### src/rtl/gray_pkg.sv
// gray_pkg: shared FSM state encoding and default widths for the Gray step tracker
package gray_pkg;
  localparam int W_DEF    = 3;
  localparam int LAPW_DEF = 4;
  typedef enum logic [1:0] {IDLE = 2'd0, TRACK = 2'd1, FAULT = 2'd2} state_e;
endpackage

### src/rtl/gray_step_tracker_gray2bin.sv
// gray2bin: combinational Gray-to-binary converter; g_i Gray in, b_o binary out
module gray2bin #(
  parameter int W = 3
) (
  input  logic [W-1:0] g_i,
  output logic [W-1:0] b_o
);
  for (genvar i = 0; i < W; i++) begin : g_bit
    assign b_o[i] = ^g_i[W-1:i];
  end
endmodule

### src/rtl/gray_step_tracker.sv
// gray_step_tracker: registers decoded Gray input, flags illegal steps, counts laps.
// Ports: Clk, Reset (sync, active-high), Gray, Overflow, Clear in;
// Bin, Step, Wrap, LapCount, LapSat, Error out.
// OVF_CHECK_EN: when defined, an Overflow rise must coincide with every wrap.
module gray_step_tracker
  import gray_pkg::*;
#(
  parameter int W    = W_DEF,
  parameter int LAPW = LAPW_DEF
) (
  input  logic            Clk,
  input  logic            Reset,
  input  logic [W-1:0]    Gray,
  input  logic            Overflow,
  input  logic            Clear,
  output logic [W-1:0]    Bin,
  output logic            Step,
  output logic            Wrap,
  output logic [LAPW-1:0] LapCount,
  output logic            LapSat,
  output logic            Error
);
  state_e state_q, state_d;
  logic [W-1:0] n, bin_q, bin_d;
  logic step_q, step_d, wrap_q, wrap_d;
  logic [LAPW-1:0] lap_q, lap_d;
  logic inc, wrapping, ovf_ok, legal, track_ok;
  gray2bin #(.W(W)) u_g2b (.g_i(Gray), .b_o(n));
  assign inc      = n == bin_q + W'(1);
  assign wrapping = inc && n == '0;
`ifdef OVF_CHECK_EN
  logic ovf_q;
  always_ff @(posedge Clk) ovf_q <= Reset ? 1'b0 : Overflow;
  // A wrap and an Overflow rise must happen on the same sample, or not at all
  assign ovf_ok = wrapping == (Overflow && !ovf_q);
`else
  logic unused_ovf;
  assign unused_ovf = Overflow;
  assign ovf_ok     = 1'b1;
`endif
  assign legal = ovf_ok && (n == bin_q || inc);
  always_ff @(posedge Clk) begin
    if (Reset) begin
      state_q <= IDLE;
      bin_q   <= '0;
      step_q  <= 1'b0;
      wrap_q  <= 1'b0;
      lap_q   <= '0;
    end else begin
      state_q <= state_d;
      bin_q   <= bin_d;
      step_q  <= step_d;
      wrap_q  <= wrap_d;
      lap_q   <= lap_d;
    end
  end
  always_comb begin
    state_d = Clear ? IDLE :
              state_q == IDLE ? TRACK :
              state_q == TRACK && !legal ? FAULT : state_q;
  end
  always_comb begin
    track_ok = !Clear && state_q == TRACK && legal;
    bin_d    = n;
    step_d   = track_ok && inc;
    wrap_d   = track_ok && wrapping;
    lap_d    = wrap_d && lap_q != '1 ? lap_q + LAPW'(1) : lap_q;
  end
  assign Bin      = bin_q;
  assign Step     = step_q;
  assign Wrap     = wrap_q;
  assign LapCount = lap_q;
  assign LapSat   = lap_q == '1;
  assign Error    = state_q == FAULT;
endmodule

### config.mk
export PLATFORM = sky130hd
export DESIGN_NAME = gray_step_tracker
export DESIGN_NICKNAME = d
export VERILOG_FILES = /design/src/rtl/gray_pkg.sv /design/src/rtl/gray_step_tracker_gray2bin.sv /design/src/rtl/gray_step_tracker.sv
export SDC_FILE = /design/constraint.sdc
export NUM_CORES = 1
export LEC_CHECK = 0
export ABC_AREA = 1
export CAP_MARGIN = 30
export CORE_AREA = 8 8 51 53
export DETAILED_ROUTE_END_ITERATION = 8
export DIE_AREA = 0 0 59 61
export PLACE_DENSITY = 0.79
export SLEW_MARGIN = 20
export SYNTH_ARGS = -nofsm -noshare
export SYNTH_HDL_FRONTEND = slang
export SYNTH_SLANG_ARGS = --single-unit
### constraint.sdc
create_clock -name Clk -period 1.2 [get_ports Clk]
set_input_delay 0.18 -clock Clk [delete_from_list [all_inputs] [get_ports Clk]]
set_output_delay 0.18 -clock Clk [all_outputs]
set_load 0.05 [all_outputs]
==> results of run 1 <==
==> registers in the layout, indices dropped and copies added, names as in the netlist <==
signal,flops
Step,1
LapCount,4
Bin,3
Wrap,1
state_q,2
==> final cells by class <==
class	count	area (um2)	share of cell area, %
clock buffers	4	26.3	1.92
flip-flops and latches	11	240	17.6
inverters	16	60.1	4.39
well taps	27	33.8	2.47
repair buffers	39	462	33.7
multi-input cells	85	547	39.9
==> critical path, delay by kind of cell, from the launching register on <==
kind          cells  cell delay [ps]
simple gates      6              610
flops             1              360
fa+ha+maj         1              280
buf+inv           1               40
==> cell usage after synthesis <==
| master | number | share of area [%] |
|---|---|---|
| sky130_fd_sc_hd__nand4_4 | 1 | 2.9 |
| sky130_fd_sc_hd__nor3_1 | 1 | 0.68 |
| sky130_fd_sc_hd__nand3_1 | 7 | 4.8 |
| sky130_fd_sc_hd__dfxtp_1 | 11 | 30 |
| sky130_fd_sc_hd__inv_1 | 13 | 6.6 |
| sky130_fd_sc_hd__nor4_1 | 1 | 0.85 |
| sky130_fd_sc_hd__inv_2 | 3 | 1.5 |
| sky130_fd_sc_hd__nor2_1 | 17 | 8.7 |
| sky130_fd_sc_hd__nand2_1 | 37 | 19 |
| sky130_fd_sc_hd__nand3_2 | 2 | 2.7 |
| sky130_fd_sc_hd__nand3b_1 | 3 | 3.1 |
| sky130_fd_sc_hd__nand4_1 | 3 | 2.6 |
| sky130_fd_sc_hd__nor2_8 | 1 | 2.7 |
| sky130_fd_sc_hd__a21boi_1 | 1 | 1.0 |
| sky130_fd_sc_hd__ha_1 | 2 | 3.4 |
| sky130_fd_sc_hd__nand2_2 | 6 | 5.1 |
| sky130_fd_sc_hd__nand2_4 | 2 | 3.1 |
| sky130_fd_sc_hd__nor3_2 | 1 | 1.4 |
==> through the flow <==
stage                     worst slack, ps  area [um2]  setup TNS (ps)
after floorplan                      -206         807           -1010
after global placement               -491        1250           -3680
after detailed placement             -584        1250           -4390
after CTS                            -182        1330           -1060
after global routing                 -291        1370           -1700
final                                -227        1370           -1020
==> where the power goes <==
part	internal, mW	total (mW)	leakage (nW)	switching (mW)
sequential	0.372	0.381	0.0943	0.00935
clock	0.129	0.277	0.0150	0.147
combinational	0.149	0.339	0.531	0.190
total	0.650	0.996	0.640	0.347
==> repair_timing <==
| item | 4_1_cts | 5_1_grt |
|---|---|---|
| gates resized for setup | 13 | 11 |
| setup endpoints to repair | 10 | 12 |
| buffers inserted | 4 | 1 |
| pin swaps | 10 | 2 |
==> cell families after synthesis <==
group	Yosys count
adder cells (fa/ha/maj)	2
buffers and inverters	16
flip-flops	11
AND/OR/NAND/NOR	82
AO/OA/AOI/OAI	1
==> how the worst max path moves through the flow <==
stage | to | from | slack (ps) | cells past startpoint
floorplan | LapCount[0] | LapCount[1] | -210 | 8
global placement | LapCount[2] | Gray[2] | -490 | 10
detailed placement | LapCount[2] | Gray[2] | -580 | 10
CTS | LapCount[0] | Bin[1] | -180 | 11
global route | LapCount[1] | Bin[1] | -290 | 10
finish | LapCount[1] | Bin[1] | -230 | 8
==> per-layer routing <==
metal	share of wire (%)	GRT usage, %	up-vias	wire length (um)
met5	0	0	-	0
met4	2.8	10.2	0	60
met3	4.5	4.24	7	98
met2	53	22.7	24	1140
met1	40	11.8	404	864
li1	-	-	438	-
==> results.txt, run 1 <==
----------------------------------------------------
[STA]
  RSZ-0062 raised after global routing ... true
  Final setup fails ... 8
  Max-slew headroom at the worst pin ... around 85%
  Number of hold-slack violations in the final timing report ... 0
  Worst Tran Pin Value ... 221 ps
  Skew final ... between 15 and 20 ps
  Final period demand of the worst path ... 1430 ps
  Final max-slew violation count ... 0
  Final period utilization ... 119%
  Hold Worst Slack ... between 500 and 600 ps
  Max Clk Rate ... 701 MHz
  Final setup slack of the worst path ... -227 ps

[Worst setup path]
  R2r setup slk ... -230 ps
  Type of the worst setup path ... reg2reg
  Crit path DAT ... approximately 1600 ps
  Cell-by-cell listing of the critical path ... ha_4, inv_2, nand2_2, nand2_4, nor2_8, nand4_4, nor2_1, nor2_1
  Category of the worst setup path capture point ... flip-flop
  Worst stage delay on the critical path ... between 300 and 400 ps
  Kind of start point of the critical path ... flip-flop
  Most frequent cell on the critical path ... sky130_fd_sc_hd__nor2_1
  Top fanout value on the critical path ... 5
  Worst reg-to-reg path cell count ... 8
  Max stage delay cell, worst path ... sky130_fd_sc_hd__dfxtp_4
  Endpoint of the worst register-to-register path ... LapCount[1]
  Worst R2R Start ... Bin[1]
  Critical path data required time ... 1370 ps

[Clocking]
  Total of hold buffers inserted after clock tree synthesis ... 0
  TritonCTS clock tree ... done
  Clock input transition at the sequential cells of the worst setup and hold paths ... 90 ps
  Clk_lat worst skew ... 290 ps
  Clock sink total ... 11
  Level count of the clock H-tree ... 1
  Number of buffers created by CTS ... 3
  Buffer cell driving the clock tree root ... sky130_fd_sc_hd__clkbuf_4
  Maximum clock insertion buffer count ... 2

[Finish]
  Most common library cell in the layout ignoring fill and taps ... sky130_fd_sc_hd__nand2_1
  Number of antenna diodes ... 0
  Highest-count cells in the layout ignoring fill and taps ... sky130_fd_sc_hd__nand2_1, sky130_fd_sc_hd__buf_4, sky130_fd_sc_hd__nand2_2, sky130_fd_sc_hd__nor2_1, sky130_fd_sc_hd__buf_12
  Layout fillers ... 128
  Layout overhead on the synthesized area ... 86.4%
  Fraction of final layout cells sized beyond drive strength 1 ... 52.9%
  Post-layout nets ... 165
  Post-route non-filler standard cell count ... 182
  Share of the core filled with cells ... ~74%

[Floorplan]
  Core ar. ... 0.00184 mm2
  Placement row count ... 16
  Die X-Extent ... 59 um
  Starting utilization of the core area ... 39.9%
  Floorplan die area ... ~0.0036 mm2
  Die outline height ... 61 um
  I/O pin total ... 18

[Min path]
  WHS Endpoint ... Bin[2]
  Classification of the worst-slack hold path ... in2reg
  Start point of the worst min-delay path ... Gray[2]
  Worst hold path depth ... 4

[Synth]
  Synth Area in Simple Gates ... 57.4%
  Instance count of the mapped netlist ... 112
  Warnings, synthesis ... 0
  Number of distinct standard cells referenced by the synthesized netlist ... 18
  Synthesized area ... 734 um2
  Compound-cell area share of the yosys netlist ... under 10%
  Average cell area after synthesis ... 6.56 um2
  Synthesized-area fraction occupied by xor and xnor cells ... 0%
  Net count after synthesis ... 121
  Fraction of the mapped netlist area in adder cells ... between 3 and 4%
  Dominant combinational cell family by area after synthesis ... simple AND/OR/NAND/NOR gates
  Register area share after synthesis ... 30.0%
  Mux cell area share after synthesis ... 0%
  Post-synthesis register bit count ... 11

[GRT]
  First-pass GRT wire length ... 3440 um
  Initial antenna violation count ... 0
  Overall track demand over capacity in global routing ... 12.8%
  Via count of the first global-routing pass ... between 800 and 900
  Pin count of the biggest net entering global routing ... 7
  Remaining global-route overflow ... 0

[Route]
  DR WL/cell ... 11.9 um
  Detailed-route vias per instance ... between 4 and 5
  Remaining design rule violation count ... 0
  Vias after detailed routing ... 873
  Routed wire length ... 2160 um
  Count of TritonRoute iterations in the first routing pass ... 4
  Remaining number of nets flagged by the antenna check after routing ... 0
  Drt initial violations ... 11

[Pwr]
  Pleak ... 0.640 nW
  Post-layout total power ... 0.996 mW
  Ratio of total power to cell area ... 728 mW/mm2
  Maximum resistive drop on vdd ... 0.587 mV

[Placement]
  Number of port buffers ... 16
  Final weighted congestion of routability-driven global placement ... ~0.76
  DP HPWL ... 1700 um
  Post-Place Cells ... between 150 and 200

[Outcome]
  Outcome ... finished with violations
  Failing checks ... setup timing

[Job]
  Max Cap Violations ... 0

----------------------------------------------------
Power figures use the tool's default switching activity.
==> inputs of run 2 (changes only) <==
--- a/config.mk
+++ b/config.mk
@@ -6,7 +6,7 @@
 export NUM_CORES = 1
 export LEC_CHECK = 0
 export ABC_AREA = 1
-export CAP_MARGIN = 30
+export CAP_MARGIN = 5
 export CORE_AREA = 8 8 51 53
 export DETAILED_ROUTE_END_ITERATION = 8
 export DIE_AREA = 0 0 59 61
==> results of run 2 <==
Same layout as run 1: the final DEF is identical, and so are final timing and power.
==> inputs of run 3 (changes only) <==
--- a/config.mk
+++ b/config.mk
@@ -10,6 +10,7 @@
 export CORE_AREA = 8 8 51 53
 export DETAILED_ROUTE_END_ITERATION = 8
 export DIE_AREA = 0 0 59 61
+export GPL_ROUTABILITY_DRIVEN = 0
 export PLACE_DENSITY = 0.79
 export SLEW_MARGIN = 20
 export SYNTH_ARGS = -nofsm -noshare
==> results of run 3 <==
Same layout as run 1: the final DEF is identical, and so are final timing and power.
==> RTL change 1 (settings of run 2) <==
`LAPW_DEF`: 4 -> 5.
--- a/src/rtl/gray_pkg.sv
+++ b/src/rtl/gray_pkg.sv
@@ -3,3 +3,3 @@
   localparam int W_DEF    = 3;
-  localparam int LAPW_DEF = 4;
+  localparam int LAPW_DEF = 5;
   typedef enum logic [1:0] {IDLE = 2'd0, TRACK = 2'd1, FAULT = 2'd2} state_e;
Interface: changed (resized LapCount); port bits go from 18 to 19. No check against the original RTL was run, so the function may have changed too.
==> RTL change 1 against run 2 <==
The flow still finishes with violations (setup timing). Design area shrank 2.2%. Via count down 10%. Wire length rose by 0.60%. Clock power decreased by 3%. Sequential cell count increased by 1. Worst setup slack got worse by 110 ps. Synthesized area down 7.0%. Power shrank 4.2%.
==> RTL change 1: results (changes against run 2) <==
* Status: finished with violations
* Failing checks: setup timing
* Pleak at 0.599 nW (-6.4%)
* CP arrival at 1360 ps (-230 ps)
* Share of cells above drive strength 1 at 0.553 (+0.0242)
* Syn nets at 106 (-12%)
* First-pass GRT wire length at 3590 microns (+4.4%)
* Avg WL per Cell at 12.9 microns (+9.0%)
* Vias in the first global route at 800 (-3.0%)
* Placed cell areas at 1210 sq um (-3.2%)
* IO Port Bufs at 17 (+1)
* Crit path max fanout at 2 (-3)
* Peak VDD IR at 0.728 mV (+24%)
* Worst hold margin at 433 ps (-79.6 ps)
* Worst R2R Setup Slack at -320 ps (-90 ps)
* Yosys cell types at 20 (+2)
* Hold Path End: Bin[0]
* Capture point of the worst reg-to-reg path: LapCount[2]
* Vias per std cell at 4.67 (-2.7%)
* Final Wtd Congestion at 0.814 (+6.5%)
* Dominant cells by area after synthesis: dfxtp_1 35%, nand2_1 11%, nand3_1 8.1%
* Largest net degree at the start of global routing at 8 (+1)
* Setup Viol. Count Final at 9 (+1)
* Worst min-delay path startpoint: Gray[0]
* Layout Skew at 0.634 ps (-18.8 ps)
* Detailed Route Iter0 Violations at 16 (+5)
* PnR worst setup slack at -339 ps (-112 ps)
* Post-DP HPWL at 1570 microns (-7.5%)
## RTL change 1: cell types whose count changed after synthesis, sizes merged, moves of 2 or more
| cell | run 2 | this run |
|---|---|---|
| inv | 16 | 13 |
| nor2 | 18 | 15 |
| nand2 | 45 | 27 |
| nand4 | 4 | 1 |
| nand3 | 9 | 12 |
| a21oi | 0 | 4 |
| o21ai | 0 | 2 |
## RTL change 1: logic make-up after synthesis
group                    count (synthesis)  synth area share
AND/OR/NAND/NOR                         60             0.454
adder cells (fa/ha/maj)                  3            0.0550
AO/OA/AOI/OAI                            7            0.0550
buffers and inverters                   13            0.0714
flip-flops                              12             0.352
XOR/XNOR                                 1            0.0128
## RTL change 1: worst max-delay path by stage
stage	start	slack [ps]	end	cells past startpoint
final	LapCount[0]	-340	LapSat	5
after global routing	LapCount[0]	-380	LapCount[0]	9
after CTS	LapCount[0]	-340	LapSat	5
after detailed placement	Gray[2]	-700	LapCount[2]	12
after global placement	Gray[2]	-600	LapCount[3]	12
after floorplan	LapCount[1]	-260	LapCount[0]	8
## RTL change 1: cell type report
type	instances	area, sq um
timing repair buffer	41	482
sequential	12	260
clock buffer	3	22.5
tap	27	33.8
inverter	13	48.8
multi-input combinational	71	488
clock inverter	1	3.75
fill	149	503
## RTL change 1: layer usage
layer,track usage,share of wire,vias to the layer above
met3,0.0381,0.056,3
met5,0,0,-
li1,-,-,401
met4,0.0717,0.018,0
met1,0.115,0.35,366
met2,0.263,0.58,14
## RTL change 1: stage by stage
stage          cells  setup slack (ps)  power [W]
2_1_floorplan     96              -264   0.000561
3_5_place_dp     158              -696   0.000677
3_3_place_gp     158              -598   0.000669
4_1_cts          165              -339   0.000954
5_1_grt          168              -376    0.00100
6_report         168              -339   0.000954
## RTL change 1: critical path: cells and delay by family (launching register included)
kind	cells	cell delay (ps)
fa+ha+maj	2	320
buf+inv	2	240
simple gates	1	150
flops	1	360
## RTL change 1: power breakdown
group | internal, W | switching [W] | total, W | leakage (nW)
Clock | 0.000121 | 0.000149 | 0.000270 | 0.0154
Combinational | 0.000122 | 0.000149 | 0.000270 | 0.482
Sequential | 0.000404 | 0.00000939 | 0.000414 | 0.102
## RTL change 1: what timing repair did
item	CTS	global route
pin swaps	10	3
hold buffers	0	0
hold endpoints to repair	0	0
buffers inserted	3	4
endpoints found under the setup margin	11	11
gates resized for setup	17	5
==> RTL change 2 (config.mk and constraints of run 2) <==
Without the edit above. Remove the register `step_q`: a continuous assignment takes its place, so the output `Step` follows one clock earlier.
--- a/src/rtl/gray_step_tracker.sv
+++ b/src/rtl/gray_step_tracker.sv
@@ -45,3 +45,2 @@
       bin_q   <= '0;
-      step_q  <= 1'b0;
       wrap_q  <= 1'b0;
@@ -51,3 +50,2 @@
       bin_q   <= bin_d;
-      step_q  <= step_d;
       wrap_q  <= wrap_d;
@@ -56,2 +54,4 @@
   end
+
+  assign step_q = step_d;
   always_comb begin
Behaviour: not the same (Yosys sat finds a counterexample within 4 cycles, from zero or initial values and one cycle with Reset high).
==> RTL change 2 against run 2 <==
The flow still finishes with violations (setup timing). Worst hold slack lost 120 ps. Final cell count is 8.2% lower. Wire length is 5.6% lower. Power barely moved. Synthesized area shrank 3.7%. Worst setup slack worse by 260 ps. Sequential cell count decreased by 1. Design area decreased by 1.8%. Critical path type is now register to output pin.
==> RTL change 2: results (changes against run 2) <==
* Status: finished with violations
* Root buf cell: clkbuf_4
* Failing checks: setup timing
* Met1 usage at 0.113 (-0.00506)
* Vias in the first global route at 807 (-2.2%)
* Clock transition at path regs at 70 ps (-20 ps)
* Layout fillers at 143 (+12%)
* Detailed Route Iter0 Violations at 2 (-9)
* Post-synth top cells: 24 x nand2_1, 15 x nor2_1, 14 x inv_1
* Adder-cell share of the synthesized area at 0.0354 (+0.00133)
* Pre-CTS setup slack at -582 ps (+2.02 ps)
* Post-DP HPWL at 1600 microns (-6.2%)
* M3 GR Usage at 0.0381 (-0.00424)
* Syn nets at 106 (-12%)
* Layout Skew at 4.71 ps (-14.8 ps)
* Slew margin rel. at 0.834 (-0.0173)
* Antenna cells at 0 (unchanged)
* Setup Viol. Count Final at 9 (+1)
* Total GRT Usage at 0.126 (-0.00141)
* CP arrival at 1500 ps (-90 ps)
* Peak VDD IR at 0.671 mV (+14%)
* Compound-Gate Fraction of Synth Area at 0.0230 (+0.0128)
* Yosys cell types at 21 (+3)
* Dominant cells by area after synthesis: dfxtp_1 28%, nand2_1 13%, nand3_2 8.5%
* Avg WL per Cell at 12.2 microns (+2.9%)
* Share of cells above drive strength 1 at 0.600 (+0.0710)
* Worst skew pair latency at 280 ps
* Post-Route Setup TNS at -2550 ps (-1530 ps)
* Worst hold path type: primary input to register
* M2 GR Usage at 0.241 (+0.0140)
* Vias at 752 (-14%)
* XOR/XNOR Fraction of Synth Area at 0.0124 (+0.0124)
* Register area share after synthesis at 0.283 (-0.0166)
* Top Usage Layer GRT: met2
* Clk buf depth at 2 (unchanged)
* Pleak at 0.629 nW (-1.8%)
* Final Wtd Congestion at 0.750 (-1.9%)
* First-pass GRT wire length at 3360 microns (-2.2%)
* PnR worst setup slack at -484 ps (-258 ps)
* Crit path max fanout at 2 (-3)
* Post-route ant nets at 0 (unchanged)
* Total Nets Final at 150 (-9.1%)
* H-tree depth at 1 (unchanged)
RTL change 2: area by class of cell:
cell class	count	area (sq um)	share of cell area
multi-input cells	70	533	0.397
well taps	27	33.8	0.0251
flip-flops and latches	10	220	0.164
inverters	17	63.8	0.0475
repair buffers	39	467	0.347
clock buffers	4	26.3	0.0196
RTL change 2: per-stage QoR:
| stage | hold WS (ps) | std cells | total power, W | area [sq um] | utilization |
|---|---|---|---|---|---|
| after floorplan | 239 | 97 | 0.000545 | 783 | - |
| final | 389 | 167 | 0.000997 | 1340 | 0.730 |
| after global placement | 496 | 157 | 0.000712 | 1240 | 0.673 |
| after CTS | 450 | 167 | 0.00101 | 1340 | 0.725 |
| after global routing | 420 | 167 | 0.00104 | 1340 | 0.730 |
| after detailed placement | 506 | 157 | 0.000726 | 1240 | 0.673 |
RTL change 2: critical path, stage by stage, from the launching register on:
cell	delay (ps)
dfxtp_4	370
ha_4	130
inv_2	30
nand2_2	60
nand2_2	50
nand2_2	80
nand2_4	60
nor2_8	130
nand2_4	70
nor2_4	100
buf_12	140
RTL change 2: report_power, final:
group	internal [W]	switching (W)	total [W]
clock network	0.000129	0.000133	0.000263
logic	0.000187	0.000198	0.000385
registers	0.000338	0.0000110	0.000349
total	0.000654	0.000342	0.000997
RTL change 2: worst paths after layout:
check,from,to,slack [ps],cells after the start
setup / recovery,Bin[0],Step,-480,10
setup reg to reg,Bin[0],state_q[0],-370,14
hold / removal,Gray[0],Bin[0],390,4
hold reg to reg,state_q[1],state_q[1],490,2
RTL change 2: kinds of logic (layout without fill, tap and decap cells):
family / after synthesis / after routing
adders and majority gates: 2 / 2
DFF: 10 / 10
xor gates and xnor gates: 1 / 1
buffers and inverters: 17 / 60
AOI/OAI and AO/OA: 2 / 2
and+or+nand+nor: 65 / 65
RTL change 2: per-layer routing:
metal / vias to the layer above / wire [microns]
met2: 15 / 1130
li1: 387 / -
met1: 346 / 774
met5: - / 0
met4: 0 / 39
met3: 4 / 94
RTL change 2: repair_timing:
item                       4_1_cts  5_1_grt
gates resized for setup          8        9
pin swaps                        8        8
setup buffers                    6        1
setup endpoints to repair       10       10
